==> config.mk <==
export PLATFORM = sky130hd
export DESIGN_NAME = ram_port_arbiter_flat
export DESIGN_NICKNAME = d
export VERILOG_FILES = /design/src/rtl/ram_port_arbiter_if.sv /design/src/rtl/ram_port_arbiter.sv /design/src/flat_wrapper.sv
export SDC_FILE = /design/constraint.sdc
export NUM_CORES = 1
export LEC_CHECK = 0
export ABC_AREA = 1
export BUFFER_PORTS_ARGS = -buffer_cell sky130_fd_sc_hd__buf_2
export CAP_MARGIN = 20
export CORE_AREA = 2 2 264 266
export CTS_CLUSTER_DIAMETER = 200
export DETAILED_ROUTE_END_ITERATION = 7
export DIE_AREA = 0 0 266 268
export PLACE_DENSITY = 0.35
export SLEW_MARGIN = 20
export SYNTH_ARGS = -nofsm -noshare
export SYNTH_HDL_FRONTEND = slang
export SYNTH_SLANG_ARGS = --single-unit
==> constraint.sdc <==
create_clock -name clk -period 2.5 [get_ports clk]
set_clock_uncertainty 0.1 [all_clocks]
set_input_delay 0.125 -clock clk [delete_from_list [all_inputs] [get_ports clk]]
set_output_delay 0.125 -clock clk [all_outputs]
set_load 0.03 [all_outputs]
==> src/rtl/ram_port_arbiter_if.sv <==
// Bundle of the IF/LS requester channels and the shared RAMHelper port.
// slave is the arbiter side; master is the requesters plus the RAM model.
interface ram_port_arbiter_if;
  logic        if_req_valid;
  logic        if_req_ready;
  logic [63:0] if_req_addr;
  logic        if_resp_valid;
  logic [31:0] if_resp_inst;

  logic        ls_req_valid;
  logic        ls_req_ready;
  logic        ls_req_wen;
  logic [63:0] ls_req_addr;
  logic [63:0] ls_req_wdata;
  logic [63:0] ls_req_wmask;
  logic        ls_resp_valid;
  logic [63:0] ls_resp_rdata;

  logic        ram_ren;
  logic [63:0] ram_ridx;
  logic [63:0] ram_rdata;
  logic        ram_wen;
  logic [63:0] ram_widx;
  logic [63:0] ram_wdata;
  logic [63:0] ram_wmask;

  modport slave (
    input  if_req_valid, if_req_addr,
    output if_req_ready, if_resp_valid, if_resp_inst,
    input  ls_req_valid, ls_req_wen, ls_req_addr, ls_req_wdata, ls_req_wmask,
    output ls_req_ready, ls_resp_valid, ls_resp_rdata,
    output ram_ren, ram_ridx, ram_wen, ram_widx, ram_wdata, ram_wmask,
    input  ram_rdata
  );

  modport master (
    output if_req_valid, if_req_addr,
    input  if_req_ready, if_resp_valid, if_resp_inst,
    output ls_req_valid, ls_req_wen, ls_req_addr, ls_req_wdata, ls_req_wmask,
    input  ls_req_ready, ls_resp_valid, ls_resp_rdata,
    input  ram_ren, ram_ridx, ram_wen, ram_widx, ram_wdata, ram_wmask,
    output ram_rdata
  );
endinterface

==> src/rtl/ram_port_arbiter.sv <==
// Shares one RAMHelper read/write port between instruction fetch and load/store.
// One access outstanding at a time; LS wins ties until IF has waited STARVE_LIMIT grants.
module ram_port_arbiter #(
  parameter logic [63:0] RAM_BASE     = 64'h0000_0000_8000_0000,
  parameter int unsigned STARVE_LIMIT = 4
) (
  input logic               clk,
  input logic               rst,
  ram_port_arbiter_if.slave bus
);

  localparam logic [3:0] StarveMax = 4'(STARVE_LIMIT);

  typedef enum logic [1:0] {StIdle, StIfResp, StLsResp} state_e;

  state_e      state_q, state_d;
  logic [3:0]  starve_q, starve_d;
  logic        pend_half_q, pend_half_d;
  logic        ls_wr_q, ls_wr_d;

  logic        idle;
  logic        grant_if, grant_ls;
  logic [63:0] if_idx, ls_idx;

  assign if_idx = (bus.if_req_addr - RAM_BASE) >> 3;
  assign ls_idx = (bus.ls_req_addr - RAM_BASE) >> 3;

  // Grants are suppressed while rst is high so nothing is accepted during reset.
  always_comb begin
    idle     = (state_q == StIdle) && !rst;
    grant_ls = idle && bus.ls_req_valid && !(bus.if_req_valid && (starve_q == StarveMax));
    grant_if = idle && bus.if_req_valid && !grant_ls;
  end

  always_comb begin
    state_d     = state_q;
    starve_d    = starve_q;
    pend_half_d = pend_half_q;
    ls_wr_d     = ls_wr_q;
    unique case (state_q)
      StIdle: begin
        if (grant_if) begin
          state_d     = StIfResp;
          pend_half_d = bus.if_req_addr[2];
          starve_d    = 4'd0;
        end else if (grant_ls) begin
          state_d = StLsResp;
          ls_wr_d = bus.ls_req_wen;
          if (!bus.if_req_valid) begin
            starve_d = 4'd0;
          end else if (starve_q != StarveMax) begin
            starve_d = starve_q + 4'd1;
          end
        end
      end
      StIfResp: state_d = StIdle;
      StLsResp: state_d = StIdle;
      default:  state_d = StIdle;
    endcase
  end

  always_comb begin
    bus.if_req_ready  = grant_if;
    bus.ls_req_ready  = grant_ls;
    bus.ram_ren       = 1'b0;
    bus.ram_ridx      = 64'd0;
    bus.ram_wen       = 1'b0;
    bus.ram_widx      = 64'd0;
    bus.ram_wdata     = 64'd0;
    bus.ram_wmask     = 64'd0;
    bus.if_resp_valid = 1'b0;
    bus.if_resp_inst  = 32'd0;
    bus.ls_resp_valid = 1'b0;
    bus.ls_resp_rdata = 64'd0;

    if (grant_if) begin
      bus.ram_ren  = 1'b1;
      bus.ram_ridx = if_idx;
    end else if (grant_ls && bus.ls_req_wen) begin
      bus.ram_wen   = 1'b1;
      bus.ram_widx  = ls_idx;
      bus.ram_wdata = bus.ls_req_wdata;
      bus.ram_wmask = bus.ls_req_wmask;
    end else if (grant_ls) begin
      bus.ram_ren  = 1'b1;
      bus.ram_ridx = ls_idx;
    end

    // A reset arriving in a response cycle drops the pulse.
    if (!rst && state_q == StIfResp) begin
      bus.if_resp_valid = 1'b1;
      bus.if_resp_inst  = pend_half_q ? bus.ram_rdata[63:32] : bus.ram_rdata[31:0];
    end
    if (!rst && state_q == StLsResp) begin
      bus.ls_resp_valid = 1'b1;
      bus.ls_resp_rdata = ls_wr_q ? 64'd0 : bus.ram_rdata;
    end
  end

  always_ff @(posedge clk) begin
    if (rst) begin
      state_q     <= StIdle;
      starve_q    <= 4'd0;
      pend_half_q <= 1'b0;
      ls_wr_q     <= 1'b0;
    end else begin
      state_q     <= state_d;
      starve_q    <= starve_d;
      pend_half_q <= pend_half_d;
      ls_wr_q     <= ls_wr_d;
    end
  end

endmodule
==> src/flat_wrapper.sv <==
// flat-port wrapper written by rule: the top's interface ports become plain ports
module ram_port_arbiter_flat 
#(
  parameter logic [63:0] RAM_BASE     = 64'h0000_0000_8000_0000,
  parameter int unsigned STARVE_LIMIT = 4
)
  (clk, rst, bus_if_req_valid, bus_if_req_addr, bus_if_req_ready, bus_if_resp_valid, bus_if_resp_inst, bus_ls_req_valid, bus_ls_req_wen, bus_ls_req_addr, bus_ls_req_wdata, bus_ls_req_wmask, bus_ls_req_ready, bus_ls_resp_valid, bus_ls_resp_rdata, bus_ram_ren, bus_ram_ridx, bus_ram_wen, bus_ram_widx, bus_ram_wdata, bus_ram_wmask, bus_ram_rdata);
  ram_port_arbiter_if bus_i ();
  input logic clk;
  input logic rst;
  input wire logic [$bits(bus_i.if_req_valid)-1:0] bus_if_req_valid;
  input wire logic [$bits(bus_i.if_req_addr)-1:0] bus_if_req_addr;
  output wire logic [$bits(bus_i.if_req_ready)-1:0] bus_if_req_ready;
  output wire logic [$bits(bus_i.if_resp_valid)-1:0] bus_if_resp_valid;
  output wire logic [$bits(bus_i.if_resp_inst)-1:0] bus_if_resp_inst;
  input wire logic [$bits(bus_i.ls_req_valid)-1:0] bus_ls_req_valid;
  input wire logic [$bits(bus_i.ls_req_wen)-1:0] bus_ls_req_wen;
  input wire logic [$bits(bus_i.ls_req_addr)-1:0] bus_ls_req_addr;
  input wire logic [$bits(bus_i.ls_req_wdata)-1:0] bus_ls_req_wdata;
  input wire logic [$bits(bus_i.ls_req_wmask)-1:0] bus_ls_req_wmask;
  output wire logic [$bits(bus_i.ls_req_ready)-1:0] bus_ls_req_ready;
  output wire logic [$bits(bus_i.ls_resp_valid)-1:0] bus_ls_resp_valid;
  output wire logic [$bits(bus_i.ls_resp_rdata)-1:0] bus_ls_resp_rdata;
  output wire logic [$bits(bus_i.ram_ren)-1:0] bus_ram_ren;
  output wire logic [$bits(bus_i.ram_ridx)-1:0] bus_ram_ridx;
  output wire logic [$bits(bus_i.ram_wen)-1:0] bus_ram_wen;
  output wire logic [$bits(bus_i.ram_widx)-1:0] bus_ram_widx;
  output wire logic [$bits(bus_i.ram_wdata)-1:0] bus_ram_wdata;
  output wire logic [$bits(bus_i.ram_wmask)-1:0] bus_ram_wmask;
  input wire logic [$bits(bus_i.ram_rdata)-1:0] bus_ram_rdata;
  assign bus_i.if_req_valid = bus_if_req_valid;
  assign bus_i.if_req_addr = bus_if_req_addr;
  assign bus_if_req_ready = bus_i.if_req_ready;
  assign bus_if_resp_valid = bus_i.if_resp_valid;
  assign bus_if_resp_inst = bus_i.if_resp_inst;
  assign bus_i.ls_req_valid = bus_ls_req_valid;
  assign bus_i.ls_req_wen = bus_ls_req_wen;
  assign bus_i.ls_req_addr = bus_ls_req_addr;
  assign bus_i.ls_req_wdata = bus_ls_req_wdata;
  assign bus_i.ls_req_wmask = bus_ls_req_wmask;
  assign bus_ls_req_ready = bus_i.ls_req_ready;
  assign bus_ls_resp_valid = bus_i.ls_resp_valid;
  assign bus_ls_resp_rdata = bus_i.ls_resp_rdata;
  assign bus_ram_ren = bus_i.ram_ren;
  assign bus_ram_ridx = bus_i.ram_ridx;
  assign bus_ram_wen = bus_i.ram_wen;
  assign bus_ram_widx = bus_i.ram_widx;
  assign bus_ram_wdata = bus_i.ram_wdata;
  assign bus_ram_wmask = bus_i.ram_wmask;
  assign bus_i.ram_rdata = bus_ram_rdata;
  ram_port_arbiter #(.RAM_BASE(RAM_BASE), .STARVE_LIMIT(STARVE_LIMIT)) u_core (.clk(clk), .rst(rst), .bus(bus_i));
endmodule
==> results.toml <==
[timing]
fmax_mhz = 414
fin_crit_ns = 2.42
setup_viol = 0
drv_slew = 0
rsz0062_at_grt = "false"
slew_headroom_pct = 61.9
tns_ns = 0
period_share_pct = 96.7
worst_pin_slew_ns = 0.572
hold_viol_final = 0

[synth]
synth.cell_area_mm2 = 0.00525
synth_edf_count = 0
netlist_instances = 1204
yosys.cell_types.count = 30
synthFlopType = "dfxtp_1"
ys_ff_latch = 8
async_flop_share_pct = 0
syn_area_per_cell_um2 = 4.36
yosys_warnings = 0
ys_seq_area_share_pct = 3.05

[setup_path]
path_class = "reg2out"
end_kind = "primary output"
r2r_cells = 8
worstReg2RegEnd = "u_core.starve_q[1]"
r2r_start = "u_core.starve_q[0]"
rrSetupSlack_ns = 0.94
critPathRequiredTime_ns = 2.28
worstSetupStartpointType = "register"
arrival_ns = 2.19
path_max_fanout = 38

[place]
placed_cells = 2754
place_area_mm2 = 0.00987
place.gp.congestion = 0.838
dpl.hpwl_um = 41500
portBuffers = 671

[outcome]
status = "finished clean"

[layout]
nNetsFinal = 2215
final_cell_area_mm2 = 0.0101
finalNonFillerCells = 2768
ff_latch_area_um2 = 161
area_growth_pct = 93.1
fillCellCount = 8260
utilization_pct = 14.9
multi_input_area_mm2 = 0.00379
drive_above_1_share_pct = 39.5

[clock_network]
htree_levels = 1
cts-root-buf = "clkbuf_16"
cts_made_buffers = 3
clk-insertion-delay-late_ns = 0.23
clk_pin_slew_worst_paths_ns = 0.04
clock-sinks = 8
cts_tree = "built"
cts_hold_buf = 0
ctsLongestPathBuffers = 2

[floorplanning]
coreArea_mm2 = 0.0682
die_h_um = 268
fp-row-count = 96
die_area_mm2 = 0.0713
num_io_pins = 683
initial_core_util_pct = 7.70
fp.dieW_um = 266

[power_and_ir_drop]
leakagePower_nw = 6.59
vdd_ir_drop_max_uv = 166
power_mw = 1.88
power_density_mw_per_mm2 = 186

[drt]
drc_errors = 0
routed_wirelength_um = 46300
vias = 9480
drtIter0Drc = 313
wl_per_cell_um = 16.7
ant_nets = 0
first_pass_iters = 4
via_per_inst = 3.42

[global_routing]
grt_pass1_vias = 9086
grt_usage_pct = 11.9
grt_start_max_net_pins = 39
antenna_found_initial = 25
grt_first_pass_wirelength_um = 61600
gr-total-overflow = 0

[job]
maxCapViolations = 0

[hold_path]
min_path_cells = 3
hold_path.startpoint = "bus_if_req_addr[2]"
worstHoldEndpoint = "u_core.pend_half_q"
min_path_type = "in2reg"
==> through the flow <==
stage | worst slack (ns) | hold slack [ns]
2_1_floorplan | 0.140 | 0.0941
3_5_place_dp | 0.162 | 0.308
5_1_grt | 0.000567 | 0.0832
4_1_cts | 0.00422 | 0.0687
3_3_place_gp | 0.138 | 0.301
6_report | 0.0826 | 0.0670
==> layout make-up <==
class | instances | area share (%)
antenna | 2 | 0.0494
clock buffer | 3 | 0.740
inverter | 280 | 10.4
multi-input combinational | 868 | 37.3
sequential | 8 | 1.59
tap | 882 | 10.9
timing repair buffer | 725 | 39.0
==> registers in the layout, summed over array words and instances (netlist names) <==
register and cells:
u_core.starve_q 4, u_core.state_q 2, u_core.ls_wr_q 1, u_core.pend_half_q 1
==> metal layers <==
layer  track usage [%]  vias up  share of wire (%)
met1              12.7     4037                 39
met4              2.28       22                2.2
met3              3.91       77                9.4
met2              22.5      463                 50
met5                 0        -               0.30
li1                  -     4881                  -
==> worst max-delay path, stage by stage, from the launching register on <==
cell	delay, ns
dfxtp_1	0.36
inv_1	0.08
ha_1	0.19
nand4_1	0.10
nand2_2	0.09
nor2_4	0.14
buf_12	0.14
nand2_4	0.07
buf_12	0.17
o21ai_0	0.32
buf_2	0.27
==> where the power goes <==
group          switching [mW]  internal [mW]
Clock                  0.0681          0.207
Sequential            0.00978          0.134
Combinational           0.973          0.491
Total                    1.05          0.832
==> cells in the mapped netlist, drive strengths merged (6+ instances only) <==
library cell	n	area, um2
a21oi	45	225
buf	29	215
clkbuf	25	93.8
dfxtp	8	160
inv	279	1050
nand2	197	754
nand3	39	208
nand4	18	113
nor2	452	1720
o21ai	59	295
o21bai	11	82.6
o22ai	6	37.5
xnor2	11	96.3
xor2	13	114
==> worst max path at each step <==
stage	from	to	slack (ns)	depth (start not counted)
2_1_floorplan	u_core.state_q[1]	bus_ls_resp_rdata[0]	0.14	5
3_5_place_dp	bus_if_req_addr[33]	bus_ram_ridx[39]	0.16	8
5_1_grt	u_core.starve_q[0]	bus_ram_wmask[20]	0.0006	11
6_report	u_core.starve_q[0]	bus_ram_ridx[30]	0.08	10
4_1_cts	u_core.starve_q[0]	bus_ram_ridx[9]	0.004	10
3_3_place_gp	bus_if_req_addr[33]	bus_ram_ridx[39]	0.14	8
==> cells in the final DEF, fill, tap and decap left out, types with 2 or more instances in the layout <==
cell	Yosys	final
buf_12	0	8
xor2_1	13	13
inv_4	0	2
dfxtp_1	8	7
inv_1	277	277
nor2_1	448	448
nand2_4	1	2
nor2_2	2	2
nand3_1	38	38
buf_2	4	654
o21ai_0	55	47
nand2_1	193	191
a21oi_1	45	45
o22ai_1	6	6
nand2_2	3	4
buf_4	21	58
o21bai_1	11	11
nand4_1	18	18
buf_6	3	2
nor2_4	2	2
ha_1	4	4
clkbuf_16	0	4
conb_1	1	6
o21ai_1	4	12
diode_2	0	2
nor3_1	4	4
xnor2_1	11	11
==> cell families (layout without fill, tap and decap cells) <==
| group | count (synthesis) | in the layout | synth area share, % |
|---|---|---|---|
| compound gates | 122 | 122 | 12.4 |
| xor+xnor | 24 | 24 | 4.00 |
| fa+ha+maj | 4 | 4 | 0.953 |
| buf+inv | 334 | 1008 | 25.9 |
| flops | 8 | 8 | 3.05 |
| other cells | 1 | 8 | 0.0714 |
| simple gates | 711 | 712 | 53.7 |
==> timing repair <==
item | CTS | global route
hold endpoints to repair | 0 | 0
setup endpoints to repair | 9 | 115
gates cloned | 0 | 2
pin swaps | 0 | 2
gates resized for setup | 4 | 42
setup buffers | 4 | 3
Power figures use the tool's default switching activity.
